--- src/rtl/uart_echo_fifo.sv ---
// rtl/uart_echo_fifo.sv - UART echo buffer: rx strobes into a circular FIFO, drained by a tx handshake FSM
//
// Ports:
//   i_clk            - UART user-interface clock
//   i_rst            - asynchronous active-high reset
//   i_user_rx_data   - received byte
//   i_user_rx_valid  - 1-cycle strobe qualifying i_user_rx_data (no backpressure)
//   o_user_tx_data   - byte offered to the transmitter (output register)
//   o_user_tx_valid  - a tx byte is offered
//   i_user_tx_ready  - transmitter accepts the offered byte
//   o_fifo_count     - bytes stored in the FIFO, excluding the output register
//   o_overflow       - 1-cycle pulse per rx byte dropped because the FIFO was full
`timescale 1ns/1ps

module uart_echo_fifo #(
    parameter int P_UART_DATA_WIDTH = 8,
    parameter int P_FIFO_DEPTH      = 16
) (
    input  logic                           i_clk,
    input  logic                           i_rst,
    input  logic [P_UART_DATA_WIDTH-1:0]   i_user_rx_data,
    input  logic                           i_user_rx_valid,
    output logic [P_UART_DATA_WIDTH-1:0]   o_user_tx_data,
    output logic                           o_user_tx_valid,
    input  logic                           i_user_tx_ready,
    output logic [$clog2(P_FIFO_DEPTH):0]  o_fifo_count,
    output logic                           o_overflow
);

    localparam int LP_AW = $clog2(P_FIFO_DEPTH);
    localparam int LP_CW = LP_AW + 1;
    localparam logic [LP_CW-1:0] LP_FULL = LP_CW'(P_FIFO_DEPTH);

    typedef enum logic {
        S_IDLE,
        S_SEND
    } state_t;

    state_t                         r_state;
    state_t                         w_state_next;

    logic [P_UART_DATA_WIDTH-1:0]   r_mem [0:P_FIFO_DEPTH-1];
    logic [LP_AW-1:0]               r_wr_ptr;
    logic [LP_AW-1:0]               r_rd_ptr;
    logic [LP_CW-1:0]               r_count;
    logic [P_UART_DATA_WIDTH-1:0]   r_tx_data;
    logic                           r_overflow;

    logic                           w_has_data;
    logic                           w_full;
    logic                           w_xfer;
    logic                           w_pop;
    logic                           w_push;

    // Pop decisions look only at the registered count, so a byte written
    // this cycle can never be read out in the same cycle.
    assign w_has_data = (r_count != '0);
    assign w_full     = (r_count == LP_FULL);
    assign w_xfer     = (r_state == S_SEND) && i_user_tx_ready;

    // A full FIFO still accepts a byte when a pop frees a slot this cycle;
    // the read of the old head and the write into that slot share the edge.
    assign w_push = i_user_rx_valid && (!w_full || w_pop);

    always_ff @(posedge i_clk or posedge i_rst) begin
        if (i_rst) begin
            r_state <= S_IDLE;
        end else begin
            r_state <= w_state_next;
        end
    end

    always_comb begin
        w_state_next = r_state;
        w_pop        = 1'b0;
        case (r_state)
            S_IDLE: begin
                if (w_has_data) begin
                    w_pop        = 1'b1;
                    w_state_next = S_SEND;
                end
            end
            S_SEND: begin
                if (w_xfer) begin
                    if (w_has_data) begin
                        w_pop = 1'b1;
                    end else begin
                        w_state_next = S_IDLE;
                    end
                end
            end
            default: w_state_next = S_IDLE;
        endcase
    end

    // Storage carries no reset; stale entries are unreachable once the
    // pointers and count are cleared.
    always_ff @(posedge i_clk) begin
        if (w_push) begin
            r_mem[r_wr_ptr] <= i_user_rx_data;
        end
    end

    always_ff @(posedge i_clk or posedge i_rst) begin
        if (i_rst) begin
            r_wr_ptr   <= '0;
            r_rd_ptr   <= '0;
            r_count    <= '0;
            r_tx_data  <= '0;
            r_overflow <= 1'b0;
        end else begin
            // Pointer width equals log2(depth), so wrap is the natural rollover.
            if (w_push) begin
                r_wr_ptr <= r_wr_ptr + LP_AW'(1);
            end
            if (w_pop) begin
                r_rd_ptr  <= r_rd_ptr + LP_AW'(1);
                r_tx_data <= r_mem[r_rd_ptr];
            end
            case ({w_push, w_pop})
                2'b10:   r_count <= r_count + LP_CW'(1);
                2'b01:   r_count <= r_count - LP_CW'(1);
                default: r_count <= r_count;
            endcase
            r_overflow <= i_user_rx_valid && !w_push;
        end
    end

    assign o_user_tx_data  = r_tx_data;
    assign o_user_tx_valid = (r_state == S_SEND);
    assign o_fifo_count    = r_count;
    assign o_overflow      = r_overflow;

endmodule

--- config.mk ---
export PLATFORM = sky130hd
export DESIGN_NAME = uart_echo_fifo
export DESIGN_NICKNAME = d
export VERILOG_FILES = /design/src/rtl/uart_echo_fifo.sv
export SDC_FILE = /design/constraint.sdc
export NUM_CORES = 1
export LEC_CHECK = 0
export BUFFER_PORTS_ARGS = -buffer_cell sky130_fd_sc_hd__buf_2
export CORE_ASPECT_RATIO = 1.25
export CORE_MARGIN = 10
export CORE_UTILIZATION = 25
export DETAILED_ROUTE_END_ITERATION = 6
export SLEW_MARGIN = 10
export SYNTH_ARGS = -nofsm -noshare
export SYNTH_HDL_FRONTEND = slang
export SYNTH_SLANG_ARGS = --single-unit
--- constraint.sdc ---
create_clock -name i_clk -period 2.66 [get_ports i_clk]
set_input_delay 0.266 -clock i_clk [delete_from_list [all_inputs] [get_ports i_clk]]
set_output_delay 0.266 -clock i_clk [all_outputs]
set_load 0.01 [all_outputs]
# Yosys cells after proc, flatten, opt, wreduce, memory -nomap -nowiden

Memories as Yosys holds them, arrays and structs flattened. A register that Yosys moved wholly into a read port is not among the register bits.
Index checks and enable logic that the tools add are counted.

Add/sub/neg operators: 4
Multiply operators: 0
Divide/modulo/power cells: 0
Order comparisons: 0
Eq/ne operators: 3
Shift operators: 0
Multiplexer cells: 8
Bitwise operators: 1
Reductions and logical operators: 8

Operator list:

| cell                                                                | count |
|---|---|
| 5-bit case mux with 2 select lines                                  | 1 |
| 4-bit by 1-bit adder with 4-bit output (second input constant)      | 2 |
| 5-bit by 1-bit adder with 5-bit output (second input constant)      | 1 |
| 5-bit == test (second input constant)                               | 1 |
| 1-bit 2-to-1 mux                                                    | 5 |
| 5-bit nonzero test                                                  | 1 |
| 5-bit by 1-bit subtractor with 5-bit output (second input constant) | 1 |
| 1-bit case mux with 2 select lines                                  | 2 |
| 1-bit logical AND                                                   | 3 |
| 2-bit by 1-bit == test with 1-bit output (second input constant)    | 1 |
| 2-bit == test (second input constant)                               | 1 |
| 1-bit zero test                                                     | 2 |
| 2-bit nonzero test                                                  | 1 |
| 1-bit logical OR                                                    | 1 |
| 1-bit NOT                                                           | 1 |

Register bits: 15
Latch bits: 0
Bits in writable memories: 128
Memory bits (read-only): 0
Bits of input ports: 12
Output and inout port bits: 15
Logic and storage cells: 30
Memories kept: 1

Memory list:

| memory | depth | width | read ports | clocked after Yosys merged registers in | wr ports | line | source |
|---|---|---|---|---|---|---|---|
| r_mem  | 16    | 8     | 1          | 1                                       | 1        | 42   | `logic [P_UART_DATA_WIDTH-1:0] r_mem [0:P_FIFO_DEPTH-1];` |

# Logic depth before layout (Yosys ltp)

Word-level depth: 8
Depth in mapped cells: 10
Gate-level depth less buffers: 10

# Least setup slack after synthesis

Ideal clock, no wire load.

Path kind: register to register
Start point: register r_count[1] (netlist: o_fifo_count[1])
End point: register r_count[4] (netlist: o_fifo_count[4])
Library setup time: 0.126 ns
Data arrival time: 2.478 ns
Required time: 2.534 ns
Setup slack: 0.056 ns
Cell stages (with the launch flop): 11
Path buffers: 0
Clock period less this slack: 2.604 ns
Cell sequence: dfrtp_1 nor4_4 a21oi_2 nand2_2 inv_2 ha_1 nor2b_1 o21ai_1 nand2_1 o311a_1 a311o_1

Longest elaborated chain between the ends: 8
Elaborated cells between the ends (all ways): 14
Classes of those cells: add/sub: 2; eq/ne: 3; mux: 4; reduce/logical: 5

RTL lines:

| element                                                                   | line   | source |
|---|---|---|
| from (decl)                                                               | 45     | `logic [LP_CW-1:0] r_count;` |
| from (signal assigned)                                                    | 121    | `2'b10: r_count <= r_count + LP_CW'(1);` |
| from (signal assigned)                                                    | 122    | `2'b01: r_count <= r_count - LP_CW'(1);` |
| from (signal assigned)                                                    | 123    | `default: r_count <= r_count;` |
| 5-bit nonzero test                                                        | 57     | `assign w_has_data = (r_count != '0);` |
| 1-bit 2-to-1 mux                                                          | 78, 85 |  |
| 1-bit 2-to-1 mux                                                          | 84     | `if (w_xfer) begin` |
| 1-bit case mux with 2 select lines                                        | 76     | `case (r_state)` |
| 1-bit logical OR                                                          | 63     | `assign w_push = i_user_rx_valid && (!w_full \|\| w_pop);` |
| 1-bit logical AND                                                         | 63     |  |
| 2-bit by 1-bit == test with 1-bit output or 2-bit == test (tied branches) | 120    | `case ({w_push, w_pop})` |
| 5-bit case mux with 2 select lines or 2-bit nonzero test (tied branches)  | -      |  |

Several ways; a longest one is shown, not always the timed one.
A chain may end at the register's enable or synchronous reset.

# Worst setup path in the final report

Start point: register r_count[3] (netlist: o_fifo_count[3])
End point: register r_count[4] (netlist: o_fifo_count[4])

The elaborated chain is that of the path after synthesis.

==> out/results.ini <==
[outcome]
outcome = completed

[final_layout]
layout-drive-gt1-share = 0.344
diodes = 0
nNetsFinal = 389
area_growth_pct = 21.4
fillers = 2282

[floorplanning]
fp.dieArea_um2 = 30800
fp.coreArea_um2 = 23700
ios = 27
die_h_um = 194
dieWidth_um = 159
rows = 63
initial_core_util = 0.254

[routing]
via_per_inst = 4.20
routed_wl_mm = 11.5
dr.first_iter.drc_count = 142
drt_pre_antenna_iters = 5
drc = 0
num_vias = 2963
ant_nets = 0
wl_per_cell_um = 16.3

[logic_synthesis]
synth-main-ff-cell = edfxtp_1
ys_ff_latch = 151
synth_fp_nets = 336
avgSynthCellArea_um2 = 19.2
syn_area_um2 = 6040
synth.most_common_cell = edfxtp_1
synth_edf_count = 128
syn_inst = 315
synth.largest_area_cell = edfxtp_1
ys_async_sr_fraction = 0.152
synthTopCellsByArea = edfxtp_1 (64%), mux4_2 (12%), dfrtp_1 (9.5%)
seq_area_frac_synth = 0.732
synth_common_cells = edfxtp_1 (128), mux4_2 (32), dfrtp_1 (23)
yosysWarnings = 0
synth_top_area_frac = 0.637
ys_types = 38

[critical_path]
cp.arrival_ns = 2.77
r2r-start = o_fifo_count[3]
r2r_end = o_fifo_count[4]
crit_slowest_cell = dfrtp_2
startpoint = o_fifo_count[3]
cp_max_fo = 4
cp_cell_sequence = nor4_4 > a21oi_2 > nand2_2 > inv_2 > ha_4 > nor2b_2 > o21ai_2 > a211o_1 > o311a_1 > a311o_1
worstSetupStartpointType = flip-flop
endpoint_kind = flip-flop
r2r_cells = 10
r2r_slack_ns = 0.17
cp.required_ns = 2.94
path_class = flip-flop to flip-flop
slowest_delay_ns = 0.44
cp-endpoint = o_fifo_count[4]

[global_routing]
track_usage = 0.0769
grt_overflow = 0
grt_pass1_vias = 3253
antenna_found_initial = 0
grt_pass1_wl_mm = 18.6
grt_max_degree = 34

[sta]
hold_viol_final = 0
period_share = 0.936
drv_slew = 0
period_needed_ns = 2.49
finalSetupViolCount = 0
max_freq_mhz = 402
rsz0062_at_grt = no
slew_headroom = 0.379
skew_ns = 0.00678
tightest_slew_ns = 0.931
tns_ns = 0

[clock_tree]
cts_made_buffers = 17
cts_tree = done
ctsHtreeMaxLevel = 4
cts_max_path_buffers = 2
cts_sinks = 151
clk_latency_ns = 0.40
clk_pin_slew_worst_paths_ns = 0.06
hold_buffers = 0
cts-root-buf = clkbuf_16

[pwr]
power_density_nw_per_um2 = 1070
power_mw = 7.86
leakage_nw = 2.45
ir_drop_mv = 0.512

[placement]
dp_hpwl_mm = 8.04
routabilityCongestion = 0.762
io_buffers = 26

[run]
maxCapViolations = 0

[hold_path]
hold_class = input port to asynchronous set/reset pin

-- critical path: cells and delay by family, from the launching register on --
kind	cells	cell delay [ns]
compound gates	5	0.98
simple gates	3	0.58
buf+inv	1	0.08
fa+ha+maj	1	0.29
flops	1	0.44
-- worst min path at each step --
| stage | startpoint | to | slack, ns | cells past startpoint |
|---|---|---|---|---|
| global route | i_rst | o_user_tx_valid | 0.13 | 2 |
| detailed placement | i_rst | o_overflow | 0.53 | 2 |
| floorplan | i_rst | o_fifo_count[0] | 0.27 | 1 |
| finish | i_rst | o_overflow | 0.06 | 2 |
| CTS | i_rst | o_overflow | 0.1 | 2 |
| global placement | i_rst | o_overflow | 0.52 | 2 |
-- cell usage in the layout (no fill, tap or decap), drive strengths merged --
| cell | Yosys | final |
|---|---|---|
| o22ai | 16 | 16 |
| nand3 | 3 | 3 |
| a211o | 1 | 1 |
| xor2 | 1 | 1 |
| inv | 9 | 9 |
| ha | 8 | 8 |
| dfrtp | 23 | 23 |
| mux2i | 1 | 1 |
| nand2 | 11 | 11 |
| clkinvlp | 0 | 3 |
| or2 | 1 | 1 |
| o311a | 1 | 1 |
| clkbuf | 8 | 20 |
| nand2b | 4 | 4 |
| nor4 | 1 | 1 |
| a311o | 1 | 1 |
| bufinv | 0 | 4 |
| mux4 | 32 | 32 |
| a21oi | 12 | 12 |
| mux2 | 11 | 11 |
| nor2 | 13 | 13 |
| edfxtp | 128 | 128 |
| nor2b | 2 | 2 |
| a31oi | 1 | 1 |
| a21o | 1 | 1 |
| nand4 | 2 | 2 |
| fa | 1 | 1 |
| nor3 | 5 | 5 |
| xnor2 | 8 | 8 |
| buf | 7 | 49 |
| o21ai | 3 | 3 |
| clkinv | 0 | 5 |
-- metal layers --
metal	GRT usage	part of all wire	vias to the layer above
met3	0.0242	0.032	6
met1	0.0878	0.43	1555
met2	0.137	0.54	40
li1	-	-	1362
met4	0.0188	0.0044	0
met5	0	0	-
-- through the flow --
step / cell area (um^2) / hold WS, ns / worst slack [ns] / instances / utilization
6_report: 7330 / 0.0618 / 0.171 / 706 / 0.309
3_5_place_dp: 6680 / 0.531 / 0.0210 / 672 / 0.281
3_3_place_gp: 6680 / 0.516 / 0.158 / 672 / 0.281
5_1_grt: 7330 / 0.130 / 0.0771 / 706 / 0.309
4_1_cts: 7290 / 0.0956 / 0.00588 / 704 / 0.307
2_1_floorplan: 6040 / 0.268 / 0.0561 / 315 / -
-- cell type report --
| cell class | count | area, um^2 | share of cell area |
|---|---|---|---|
| clock buffers | 20 | 437 | 0.0596 |
| multi-input cells | 140 | 1520 | 0.208 |
| well taps | 325 | 407 | 0.0555 |
| inverters | 9 | 33.8 | 0.00461 |
| flip-flops and latches | 151 | 4420 | 0.604 |
| clock inverters | 12 | 178 | 0.0242 |
| repair buffers | 49 | 328 | 0.0447 |
-- registers in the layout, indices dropped and copies added (netlist names) --
signal	cells
r_mem	128
o_user_tx_data	8
o_fifo_count	5
r_rd_ptr	4
r_wr_ptr	4
o_overflow	1
o_user_tx_valid	1
-- repair_timing --
action / CTS / global route
gates resized for setup: 0 / 5
endpoints found under the hold margin: 0 / 0
endpoints found under the setup margin: 0 / 1
setup buffers: 0 / 2
-- cells by family (layout without fill, tap and decap cells) --
kind of cell,Yosys count,in the layout,share of synthesized area
compound gates,36,36,0.0396
mux,44,44,0.142
simple gates,42,42,0.0348
flops,151,151,0.732
buf+inv,24,90,0.0189
xor+xnor,9,9,0.0131
fa+ha+maj,9,9,0.0199
-- power by group --
group	switching [mW]	total [mW]	leakage [nW]	internal, mW
Clock	0.876	2.45	0.288	1.57
Sequential	0.313	3.26	1.42	2.94
Combinational	1.05	2.15	0.749	1.11
(Power assumes the default switching activity.)
